===== src/rtl/thor2021_insn_queue.sv =====
// Thor2021 instruction queue.
// Sits between fetch and the decoder. Immediate-extension prefixes (EXI7,
// EXI23, EXI41) are absorbed into a one-deep holding register and attached
// to the next non-prefix instruction. Each attached {ir, xir, pc} triple is
// buffered in a small circular FIFO, and the head entry is offered to the
// decoder under a valid/ready handshake.
module thor2021_insn_queue #(
    parameter int          DEPTH    = 4,
    parameter logic [47:0] NOP_IR   = 48'h0000_0000_00F1,
    parameter logic [7:0]  EXI7_OP  = 8'h50,
    parameter logic [7:0]  EXI23_OP = 8'h51,
    parameter logic [7:0]  EXI41_OP = 8'h52
) (
    input  logic                       rst_i,
    input  logic                       clk_i,
    input  logic                       flush_i,
    input  logic                       fetch_v_i,
    input  logic [47:0]                fetch_ir_i,
    input  logic [63:0]                fetch_pc_i,
    output logic                       fetch_rdy_o,
    output logic                       dec_v_o,
    output logic [47:0]                dec_ir_o,
    output logic [47:0]                dec_xir_o,
    output logic [63:0]                dec_pc_o,
    input  logic                       dec_rdy_i,
    output logic [$clog2(DEPTH):0]     count_o
);

    localparam int AW = $clog2(DEPTH);
    localparam int CW = AW + 1;
    localparam logic [CW-1:0] DEPTH_C = CW'(DEPTH);

    // Pointer / occupancy / prefix-holding state
    logic [CW-1:0] count_q, count_d;
    logic [AW-1:0] wptr_q, wptr_d;
    logic [AW-1:0] rptr_q, rptr_d;
    logic          xpend_q, xpend_d;
    logic [47:0]   xhold_q, xhold_d;
    logic [63:0]   xpc_q, xpc_d;

    // Entry storage; contents are never reset, only the pointers are.
    logic [47:0]   ir_mem  [DEPTH];
    logic [47:0]   xir_mem [DEPTH];
    logic [63:0]   pc_mem  [DEPTH];

    // Handshake decode
    logic          accept;
    logic          is_prefix;
    logic          enq;
    logic          deq;
    logic          pfx_load;
    logic [47:0]   enq_xir;
    logic [63:0]   enq_pc;

    // Fetch ready looks only at registered occupancy, so a full queue never
    // bypasses on a same-cycle pop; the decoder side is free of fetch paths.
    assign fetch_rdy_o = (count_q < DEPTH_C);
    assign dec_v_o     = (count_q != '0);
    assign count_o     = count_q;

    // Classify the incoming word and decide this cycle's enqueue/dequeue
    always_comb begin
        accept    = fetch_v_i & fetch_rdy_o;
        is_prefix = (fetch_ir_i[7:0] == EXI7_OP)  ||
                    (fetch_ir_i[7:0] == EXI23_OP) ||
                    (fetch_ir_i[7:0] == EXI41_OP);
        // A flush discards both the offered word and the offered consume.
        enq       = accept & ~is_prefix & ~flush_i;
        pfx_load  = accept &  is_prefix & ~flush_i;
        deq       = dec_v_o & dec_rdy_i & ~flush_i;
        // An attached prefix supplies both xir and the restart address.
        enq_xir   = xpend_q ? xhold_q : NOP_IR;
        enq_pc    = xpend_q ? xpc_q   : fetch_pc_i;
    end

    // Next-state for pointers, occupancy and the held prefix
    always_comb begin
        count_d = count_q;
        wptr_d  = wptr_q;
        rptr_d  = rptr_q;
        xpend_d = xpend_q;
        xhold_d = xhold_q;
        xpc_d   = xpc_q;

        if (flush_i) begin
            count_d = '0;
            wptr_d  = '0;
            rptr_d  = '0;
            xpend_d = 1'b0;
        end else begin
            if (enq) begin
                wptr_d  = wptr_q + AW'(1);
                xpend_d = 1'b0;
            end
            if (deq) begin
                rptr_d = rptr_q + AW'(1);
            end
            case ({enq, deq})
                2'b10:   count_d = count_q + CW'(1);
                2'b01:   count_d = count_q - CW'(1);
                default: count_d = count_q;
            endcase
            // A newer prefix simply replaces an older unattached one.
            if (pfx_load) begin
                xhold_d = fetch_ir_i;
                xpc_d   = fetch_pc_i;
                xpend_d = 1'b1;
            end
        end
    end

    // State registers with asynchronous reset
    always_ff @(posedge clk_i or posedge rst_i) begin
        if (rst_i) begin
            count_q <= '0;
            wptr_q  <= '0;
            rptr_q  <= '0;
            xpend_q <= 1'b0;
            xhold_q <= '0;
            xpc_q   <= '0;
        end else begin
            count_q <= count_d;
            wptr_q  <= wptr_d;
            rptr_q  <= rptr_d;
            xpend_q <= xpend_d;
            xhold_q <= xhold_d;
            xpc_q   <= xpc_d;
        end
    end

    // Entry write at the tail; no reset so the array can map to distributed RAM
    always_ff @(posedge clk_i) begin
        if (enq) begin
            ir_mem[wptr_q]  <= fetch_ir_i;
            xir_mem[wptr_q] <= enq_xir;
            pc_mem[wptr_q]  <= enq_pc;
        end
    end

    // Head presentation; idle outputs are forced to NOP / zero
    always_comb begin
        dec_ir_o  = NOP_IR;
        dec_xir_o = NOP_IR;
        dec_pc_o  = '0;
        if (dec_v_o) begin
            dec_ir_o  = ir_mem[rptr_q];
            dec_xir_o = xir_mem[rptr_q];
            dec_pc_o  = pc_mem[rptr_q];
        end
    end

endmodule


===== config.mk =====
export PLATFORM = sky130hd
export DESIGN_NAME = thor2021_insn_queue
export DESIGN_NICKNAME = d
export VERILOG_FILES = /design/src/rtl/thor2021_insn_queue.sv
export SDC_FILE = /design/constraint.sdc
export NUM_CORES = 1
export LEC_CHECK = 0
export ABC_AREA = 1
export BUFFER_PORTS_ARGS = -buffer_cell sky130_fd_sc_hd__buf_2
export CAP_MARGIN = 10
export CORE_MARGIN = 2
export CORE_UTILIZATION = 44
export CTS_BUF_LIST = sky130_fd_sc_hd__clkbuf_8
export DETAILED_ROUTE_END_ITERATION = 10
export GPL_ROUTABILITY_DRIVEN = 0
export SKIP_CTS_REPAIR_TIMING = 1
export SYNTH_ARGS = -nofsm -noshare
export SYNTH_HDL_FRONTEND = slang
export SYNTH_SLANG_ARGS = --single-unit

===== constraint.sdc =====
create_clock -name clk_i -period 8.6 [get_ports clk_i]
set_input_delay 0.86 -clock clk_i [delete_from_list [all_inputs] [get_ports clk_i]]
set_output_delay 0.86 -clock clk_i [all_outputs]
set_load 0.01 [all_outputs]

* After elaboration in Yosys (flattened, before gate mapping)
Memories as Yosys holds them, arrays and structs flattened.
Cells that the tools add are included.
** Cells by class
- Add/subtract/negate cells :: 4
- Order comparisons :: 1
- Equal/unequal tests :: 5
- Muxes and demuxes :: 16
- Bitwise logic cells :: 9
- Reductions and logical operators :: 8
** Operator list (number)
- $mux W48 :: 3
- $mux W64 :: 2
- $eq A8 B7 Y1 const B :: 3
- $reduce_bool A3 Y1 :: 3
- $mux W2 :: 4
- $and A1 B1 Y1 :: 7
- $pmux W3 S2 :: 1
- $mux W1 :: 5
- $add A2 B1 Y2 const B :: 2
- $reduce_bool A2 Y1 :: 2
- $add A3 B1 Y3 const B :: 1
- $lt A3 B3 Y1 const B :: 1
- $mux W3 :: 1
- $sub A3 B1 Y3 const B :: 1
- $eq A2 B1 Y1 const B :: 1
- $eq A2 B2 Y1 const B :: 1
- $logic_or A1 B1 Y1 :: 2
- $not A1 Y1 :: 2
- $reduce_and A2 Y1 :: 1
** Word-level totals
- Register bits after elaboration :: 120
- Bits in writable memories :: 640
- Output and inout port bits :: 165
- Memories kept :: 3
** Memory list
- pc_mem :: words 4, bits a word 64, rd ports 1, clocked after memory_dff 0, wr ports 1, RTL line 44 : logic [63:0] pc_mem [DEPTH];
- ir_mem :: words 4, bits a word 48, rd ports 1, clocked after memory_dff 0, wr ports 1, RTL line 42 : logic [47:0] ir_mem [DEPTH];
- xir_mem :: words 4, bits a word 48, rd ports 1, clocked after memory_dff 0, wr ports 1, RTL line 43 : logic [47:0] xir_mem [DEPTH];

* Logic depth before layout (Yosys ltp)
Gate-level depths: netlist of run 1.
- Depth in word-level cells :: 9
- Depth in mapped cells :: 14
- Mapped depth without buffers :: 14

* Worst setup path before layout of run 1
OpenSTA, ideal clock, no wires.
- Path kind :: in2reg
- Start :: input port fetch_ir_i[0]
- End :: memory ir_mem[0][0], enable pin
- Data arrival time :: 7950 ps
- Data required time :: 7917 ps
- Setup slack :: -33 ps
- Stages :: 6
- Path buffers :: 0
- Cell sequence :: nand2_1 nand2_1 inv_1 nand2_1 nand2_1 nor2_1
** On the way
- Longest elaborated chain between the ends :: 8
- Elaborated cells on any way between the ends :: 10
** Ends and longest elaborated chain
- start, declared :: RTL line 18 : input logic [47:0] fetch_ir_i,
- $eq A8 B7 Y1, on equally long branches :: RTL line 64, 65
- $logic_or A1 B1 Y1 :: RTL line 64 : is_prefix = (fetch_ir_i[7:0] == EXI7_OP) ||
- $logic_or A1 B1 Y1 (*) :: RTL line 65 : (fetch_ir_i[7:0] == EXI23_OP) ||
- $not A1 Y1 (*) :: RTL line 68 : enq = accept & ~is_prefix & ~flush_i;
- $and A1 B1 Y1 (*) (2 in series) :: RTL line 68
- $mux W1 (*) :: RTL line 133 : if (enq) begin
- $mux W1 (not written as such) (*) :: RTL line 134 : ir_mem[wptr_q] <= fetch_ir_i;
- end, declared :: RTL line 42
Every way passes the cells marked *; elsewhere a longest branch is shown, timed or not.

* Worst setup path after layout of run 1
- Start :: register rptr_q[0]
- End :: output port dec_xir_o[1]
** On the way
- Longest elaborated chain between the ends :: 2
** Ends and longest elaborated chain
- start, declared :: RTL line 36 : logic [AW-1:0] rptr_q, rptr_d;
- start signal, assigned :: RTL line 124 : rptr_q <= rptr_d;
- $mem_v2 Z4 W48
- $mux W48 :: RTL line 145 : if (dec_v_o) begin
- end, declared :: RTL line 23 : output logic [47:0] dec_xir_o,
No other way between the ends.

==> results of run 1 <==
==> where the power goes <==
| group | leakage (nW) | internal (mW) | switching (mW) |
|---|---|---|---|
| clock | 1.43 | 1.49 | 1.45 |
| combinational | 5.04 | 0.505 | 1.28 |
| sequential | 7.37 | 4.21 | 0.0696 |
| total | 13.8 | 6.20 | 2.80 |
==> per-layer routing <==
layer  global-route usage [%]  part of all wire, %  vias up  routed length, µm
li1                         -                    -     9644                  -
met2                     35.7                   48      590              37200
met1                     28.1                   43    10141              32800
met5                        0                0.035        -                 27
met4                     8.67                  2.8        4               2160
met3                     5.04                  6.0      135               4580
==> final cells by class <==
cell class,count,area (µm²)
inverter,135,532
fill,6047,33600
multi-input combinational,1598,6910
antenna,3,7.51
clock buffer,134,1840
clock inverter,106,517
sequential,760,22200
tap,882,1100
timing repair buffer,302,1600
==> worst register-to-register path, delay by kind of cell (launching register included) <==
family        cells  cell delay (ns)
flops             1             0.42
buf+inv           3             1.49
simple gates      4             0.76
==> cells by family (layout without fill, tap and decap cells) <==
family	after synthesis	count (layout)
buffers and inverters	300	677
AOI/OAI and AO/OA	607	607
adders and majority gates	5	5
other	0	3
DFF	760	760
xor gates and xnor gates	1	1
and+or+nand+nor	985	985
==> worst paths after layout <==
path,startpoint,end,slack (ns),depth (start not counted)
setup / recovery,rptr_q[0],dec_xir_o[1],3.75,7
hold / removal,rst_i,xpc_q[12],0.18,2
setup reg to reg,count_o[2],ir_mem[0][13],5.52,7
hold reg to reg,xhold_q[4],xhold_q[4],0.45,2
max in group asynchronous,rst_i,rptr_q[1],6.81,3
min in group clk_i,fetch_pc_i[62],xpc_q[62],0.31,3
==> per-stage QoR <==
step	power [mW]	hold slack (ns)
2_1_floorplan	5.40	0.422
3_3_place_gp	6.13	0.435
3_5_place_dp	6.16	0.442
4_1_cts	9.12	0.162
5_1_grt	9.46	0.188
6_report	9.01	0.185
==> sequential cells by signal (all words and copies together) (netlist names) <==
name / flops
pc_mem: 256
count_o: 3
rptr_q: 2
xpend_q: 1
ir_mem: 192
wptr_q: 2
xpc_q: 64
xir_mem: 192
xhold_q: 48
==> cells in the final DEF (no fill, tap or decap), types with 2 or more instances in the layout <==
cell type and instances:
clkbuf_8 134, inv_6 10, clkinv_1 21, clkinv_2 6
dfrtp_4 3, nor2_4 4, buf_12 3, clkinvlp_4 4
edfxtp_1 640, ha_1 4, a21oi_1 154, inv_8 4
o21ai_1 30, nor2_1 650, o21ai_0 413, nand3_1 6
buf_2 281, buf_4 18, inv_1 192, dfrtp_1 117
diode_2 3, nand4_1 2, nand2_1 322, o311ai_0 10
==> metrics.md, run 1 <==
| Metric | Value |
|---|---|
| Status | `finished clean` |
| Hold Violations, Final | `0` |
| Fraction of synthesized cell area taken by the top area cell type | `a little under two thirds` |
| Synthesis warning total | `0` |
| Initial antenna violation count | `9` |
| MaxCap Viol Count | `0` |
| Placed Area | `between 0.03 and 0.04 mm²` |
| Power density of the placed cells | `259 mW/mm²` |
| Flip-flop and latch count after synthesis | `between 700 and 800` |
| P&R area growth vs syn | `14.7%` |
| Library cell with the largest summed area after synthesis | `edfxtp_1` |
| Overall routed net length | `76.7 mm` |
| Number of buffers inserted during clock tree synthesis | `approximately 130` |
| Average via count per standard cell | `between 5 and 6` |
| Synth top cells by count | `nor2_1, edfxtp_1, o21ai_0, nand2_1, a21oi_1` |
| Number of global-route vias before repair | `slightly above 20000` |
| Final setup margin | `3.75 ns` |
| Share of synthesized area spent on multiplexers | `0%` |
| Layout cell share with drive strength beyond 1 | `roughly 16%` |
| Headroom to the max-slew limit | `14.4%` |
| Lkg Pwr | `around 14 nW` |
| Die Y-Extent | `266 µm` |
| Detailed-route via count | `20514` |
| Number of H-tree branching levels | `4` |
| Syn Nets | `between 2000 and 3000` |
| DRC violations left | `0` |
| Share of synthesized cell area in full adder, half adder and majority cells | `less than 1%` |
| Crit path time final | `roughly 4.8 ns` |
| Worst setup EP type | `output pin` |
| Buffering stage count on the worst path with inverters included | `3` |
| Post-synthesis instance area | `~0.030 mm²` |
| Share of the core filled with cells | `50.8%` |
| Number of placement rows | `96` |
| DP Cell Count | `around 3700` |
| Final setup violation count | `0` |
| Effective utilization at floorplan | `between 40% and 50%` |
| Post-placement setup slack | `around 4.5 ns` |
| Dominant cell by count in the synthesized netlist | `nor2_1` |
| Clock Sinks | `760` |
| All-layer global routing usage | `a little over a fifth` |
| Top-level I/O count | `~280` |
| Port Buf Inserts | `roughly 280` |
| Syn Inst Count | `roughly 2700` |
| Final setup skew | `roughly 0.036 ns` |
| Xor/xnor share of the synthesized area | `0.0289%` |
| Iteration-0 DRC count of the detailed router | `about 1800` |
| Critical path peak fanout | `around 240` |
| First drt pass iteration count | `5` |
| Final Slew Violations | `0` |
| Cell family with most CP delay | `buffers and inverters` |
| Sequential share of the synthesized area | `roughly three quarters` |
| Longest individual stage delay on the worst path | `about 0.8 ns` |
| Maximum frequency from static timing analysis | `0.206 GHz` |
| Worst supply voltage drop on vdd | `around 0.15 mV` |
| Number of different library cells in the post-synthesis netlist | `21` |
| Number of enable flip-flop cells after synthesis | `between 600 and 700` |
| Maximum count of clock buffers along a single path | `3` |
| Worst Path Required | `7.74 ns` |
| Worst setup SP type | `flop` |
| Unrepaired setup endpoints after global routing | `false` |
| Maximum number of pins on one net before global-route repair | `between 200 and 250` |
| CTS clk-pin slew, worst paths | `approximately 0.06 ns` |
| Net count reported at finish | `around 3100` |
| Mean instance size in the synthesized netlist | `between 10 and 15 µm²` |
| Ordered list of cells on the worst path | `buf_12 > buf_4 > nor2_1 > nor2_1 > o21ai_0 > a21oi_1 > buf_2` |
| Standard cell core area | `between 0.06 and 0.07 mm²` |
| GR Overflow Total | `0` |
| Later-pin clock latency in the skew report | `around 0.8 ns` |
| TritonCTS clock tree | `yes` |
| Primary FF master, synth | `edfxtp_1` |
| Main combinational cell family by area after synthesis | `simple AND/OR/NAND/NOR gates` |
| Die X-Extent | `266 µm` |
| Average wire per cell in the routed design | `~20 µm` |
| Antenna-violating nets left | `0` |
| Cell mode on critical path | `nor2_1` |
| Largest cells by area after synthesis | `edfxtp_1, dfrtp_1, nor2_1` |
| Root Driver | `clkbuf_8` |
| First-pass GRT wire length | `118 mm` |
| Non-filler cells in the finished layout | `3920` |
| DP Wirelength | `between 30 and 40 mm` |
| Area enclosed by the die boundary | `approximately 0.071 mm²` |
| Type of the tightest min-delay check | `in -> async` |
| Synthesized-area fraction occupied by and/or/nand/nor cells | `about an eighth` |
| Transition time at the pin with the least slew margin | `about 1.3 ns` |
| Final Cell Area | `around 0.035 mm²` |
| Critical path data arrival time | `about 4 ns` |
| Critical path class | `reg -> out` |
| Proportion of register bits with asynchronous set or reset after synthesis | `between 15 and 20%` |
| Compound-cell area share of the yosys netlist | `about a tenth` |
| Final period util | `a little under three fifths` |
| Critical-path top delay cell | `buf_4` |
| TNS Setup | `0 ns` |
Power figures use the tool's default switching activity.
==> run 2, diff against run 1 <==
--- a/config.mk
+++ b/config.mk
@@ -5,7 +5,7 @@
 export SDC_FILE = /design/constraint.sdc
 export NUM_CORES = 1
 export LEC_CHECK = 0
-export ABC_AREA = 1
+export ABC_AREA = 0
 export BUFFER_PORTS_ARGS = -buffer_cell sky130_fd_sc_hd__buf_2
 export CAP_MARGIN = 10
 export CORE_MARGIN = 2
==> constraint.sdc (replaced) <==
create_clock -name clk_i -period 4.9 [get_ports clk_i]
set_input_delay 0.49 -clock clk_i [delete_from_list [all_inputs] [get_ports clk_i]]
set_output_delay 0.49 -clock clk_i [all_outputs]
set_load 0.01 [all_outputs]
==> run 2 against run 1 <==
Effect of this change:
- via count is 28% lower
- utilization is 1.6 points higher
- die area is 0.31% lower
- sequential power is 75% higher
- clock power is 90% higher
- largest cell class unchanged
- clock skew is 0.0024 ns higher
- worst setup slack worse by 2.5 ns
- largest power group unchanged
- register-to-register slack worse by 3.4 ns
==> metrics.md, run 2 <==
| Metric | Value |
|---|---|
| Port Buf Inserts | `281 (unchanged)` |
| Maximum frequency from static timing analysis | `between 0.2 and 0.3 GHz` |
| Critical path class | `reg -> out` |
| Standard cell core area | `0.0682 mm² (-0.18%)` |
| Reg2reg end | `xpc_q[53]` |
| Compound-cell area share of the yosys netlist | `0.162% (-10 points)` |
| Iteration-0 DRC count of the detailed router | `917 (-49%)` |
| Proportion of register bits with asynchronous set or reset after synthesis | `15.8% (unchanged)` |
| Library cell with the largest summed area after synthesis | `edfxtp_1` |
| Area enclosed by the die boundary | `0.0707 mm² (-0.31%)` |
| Primary FF master, synth | `edfxtp_1` |
| Average wire per cell in the routed design | `23.2 µm (+19%)` |
| Share of synthesized cell area in full adder, half adder and majority cells | `0.232% (+0.00073 points)` |
| Headroom to the max-slew limit | `26.4% (+12 points)` |
| Root Driver | `clkbuf_8` |
| Lkg Pwr | `13.5 nW (-2.7%)` |
| Final Cell Area | `0.0358 mm² (+3.0%)` |
| Area of all sequential standard cells | `0.0222 mm² (unchanged)` |
| Hold Violations, Final | `0 (unchanged)` |
| DRC violations left | `0 (unchanged)` |
| Worst setup EP type | `output pin` |
| Xor/xnor share of the synthesized area | `0.116% (+0.087 points)` |
| First-pass GRT wire length | `98.6 mm (-16%)` |
| Power density of the placed cells | `445 mW/mm² (+72%)` |
| FILL cells | `5519 (-8.7%)` |
| Main combinational cell family by area after synthesis | `multiplexers` |
| Top Registers | `pc_mem: 256 flops, ir_mem: 192 flops, xir_mem: 192 flops` |
| Initial antenna violation count | `14 (+5)` |
| All-layer global routing usage | `18.8% (-3.0 points)` |
| Share of synthesized area spent on multiplexers | `19.3% (+19 points)` |
| Final setup violation count | `0 (unchanged)` |
| Syn Inst Count | `1435 (-46%)` |
| Final setup skew | `0.0385 ns (+0.00239 ns)` |
| Post-synthesis instance area | `0.0302 mm² (-0.31%)` |
| Die X-Extent | `266 µm (-0.15%)` |
| Top-level I/O count | `282 (unchanged)` |
| Area taken by multi-input logic gates | `0.00752 mm² (+8.9%)` |
| Clock Sinks | `760 (unchanged)` |
| Sequential share of the synthesized area | `73.6% (+0.23 points)` |
| Maximum count of clock buffers along a single path | `3 (unchanged)` |
| Dominant cell by count in the synthesized netlist | `edfxtp_1` |
| CTS clk-pin slew, worst paths | `0.06 ns (about the same)` |
| Worst setup SP type | `flop` |
| Largest cells by area after synthesis | `edfxtp_1, mux4_2, dfrtp_1` |
| Register with the most flip-flops | `pc_mem` |
| Synth top cells by count | `edfxtp_1, and2_1, mux4_2, dfrtp_1, mux2_2` |
| Worst Hold Depth | `1` |
| Most used cells in the layout excluding fill and tap cells | `edfxtp_1, buf_2, and2_1` |
| Worst supply voltage drop on vdd | `0.202 mV (+37%)` |
| Flop-to-flop setup slack | `2.15 ns (-3.37 ns)` |
| Synthesis warning total | `0 (unchanged)` |
| Fraction of synthesized cell area taken by the top area cell type | `63.6% (+0.20 points)` |
| Number of H-tree branching levels | `3 (-1)` |
| Flip-flop and latch count after synthesis | `760 (unchanged)` |
| Largest register FFs | `256 (unchanged)` |
| Most common cell after layout, fill and taps aside | `edfxtp_1` |
| Syn Nets | `1557 (-44%)` |
| Number of buffers inserted during clock tree synthesis | `121 (-7.6%)` |
| Type of the tightest min-delay check | `in -> reg` |
| Number of different library cells in the post-synthesis netlist | `39 (+86%)` |
| Number of placement rows | `96 (unchanged)` |
| Layout cell share with drive strength beyond 1 | `43.3% (+28 points)` |
| Critical path peak fanout | `35 (-86%)` |
| Worst-case hold path end point | `ir_mem[0][12]` |
| Antenna-violating nets left | `0 (unchanged)` |
| Number of cells on the worst reg-to-reg path | `4 (-3)` |
| Critical path data arrival time | `3.20 ns (-0.79 ns)` |
| Average via count per standard cell | `5.25 (+0.26%)` |
| MaxCap Viol Count | `0 (unchanged)` |
| TNS Setup | `0 ns (unchanged)` |
| Worst Path Required | `4.41 ns (-3.33 ns)` |
| Status | `finished clean` |
| Final Slew Violations | `0 (unchanged)` |
| Maximum number of pins on one net before global-route repair | `161 (-34%)` |
| Synthesized-area fraction occupied by and/or/nand/nor cells | `5.05% (-7.2 points)` |
| Unrepaired setup endpoints after global routing | `false` |
| Start of the worst register-to-register path | `count_o[2]` |
| Number of global-route vias before repair | `15818 (-23%)` |
| Detailed-route via count | `14864 (-28%)` |
| Crit path time final | `~3.7 ns` |
| First drt pass iteration count | `5 (unchanged)` |
| Final period util | `between 70 and 80%` |
| P&R area growth vs syn | `18.5%` |
| Die Y-Extent | `266 µm (-0.15%)` |
| Transition time at the pin with the least slew margin | `1.10 ns (-0.180 ns)` |
| Overall routed net length | `65.9 mm (-14%)` |
| Later-pin clock latency in the skew report | `0.73 ns (-0.05 ns)` |
| Effective utilization at floorplan | `44.3% (-0.061 points)` |
| DP Wirelength | `35.8 mm (-9.9%)` |
| Number of enable flip-flop cells after synthesis | `640 (unchanged)` |
| Startpoint of the tightest hold check path | `fetch_ir_i[12]` |
| TritonCTS clock tree | `yes` |
| Placed Area | `0.0326 mm² (+0.70%)` |
| Mean instance size in the synthesized netlist | `21.0 µm² (+85%)` |
| Net count reported at finish | `1963 (-36%)` |
| GR Overflow Total | `0 (unchanged)` |
## run 2: cell count changes in the layout (fill, tap and decap cells not counted), sizes merged, moves of 58 or more
cell	change
a21oi	-152
dlygate4sd3	+58
o21ai	-443
mux4	+160
mux2	+170
inv	-161
nor2	-647
and2	+197
nand2	-321
## run 2: area by class of cell
cell class	instances	share of cell area, %
sequential	760	62.1
multi-input combinational	589	21.0
timing repair buffer	363	6.41
clock buffer	143	5.50
tap	882	3.08
clock inverter	88	1.74
inverter	6	0.0839
antenna	2	0.0140
## run 2: stage by stage
stage	worst slack (ns)	cells	hold WS, ns	total power [mW]	utilization (%)
after floorplan	1.22	1435	0.425	9.32	-
after CTS	1.04	2773	-0.117	16.1	51.6
after global placement	1.84	2542	0.444	10.5	47.8
after detailed placement	1.83	2542	0.444	10.5	47.8
after global routing	0.937	2833	0.000259	16.6	52.4
final	1.21	2833	0.0270	15.9	52.4
## run 2: worst max-delay path by stage
stage / start / endpoint / cells after the start
final: rptr_q[0] / dec_xir_o[4] / 4
after global routing: rptr_q[0] / dec_xir_o[4] / 4
after CTS: rptr_q[0] / dec_xir_o[4] / 4
after detailed placement: fetch_ir_i[1] / xpc_q[53] / 6
after global placement: rptr_q[0] / dec_xir_o[4] / 4
after floorplan: rst_i / count_o[0] / 1
## run 2: cell families after synthesis
group | count (synthesis)
fa+ha+maj | 5
simple gates | 242
flops | 760
mux | 332
xor+xnor | 4
buf+inv | 86
compound gates | 6
## run 2: critical path: stages (launching register included)
cell and delay [ns]:
dfrtp_4 0.91, buf_4 0.53, mux4_2 0.55, or2_2 0.28
buf_2 0.14
## run 2: routing by layer
| layer | GRT usage [%] | share of wire [%] |
|---|---|---|
| met1 | 26.4 | 45 |
| met2 | 29.1 | 47 |
| met3 | 4.67 | 6.2 |
| met4 | 5.75 | 1.8 |
| met5 | 0 | 0.15 |
## run 2: power breakdown
group          total (mW)  switching, mW  internal (mW)
sequential           7.50          0.168           7.33
combinational        2.81           1.50           1.31
clock                5.60           2.46           3.14
total                15.9           4.13           11.8
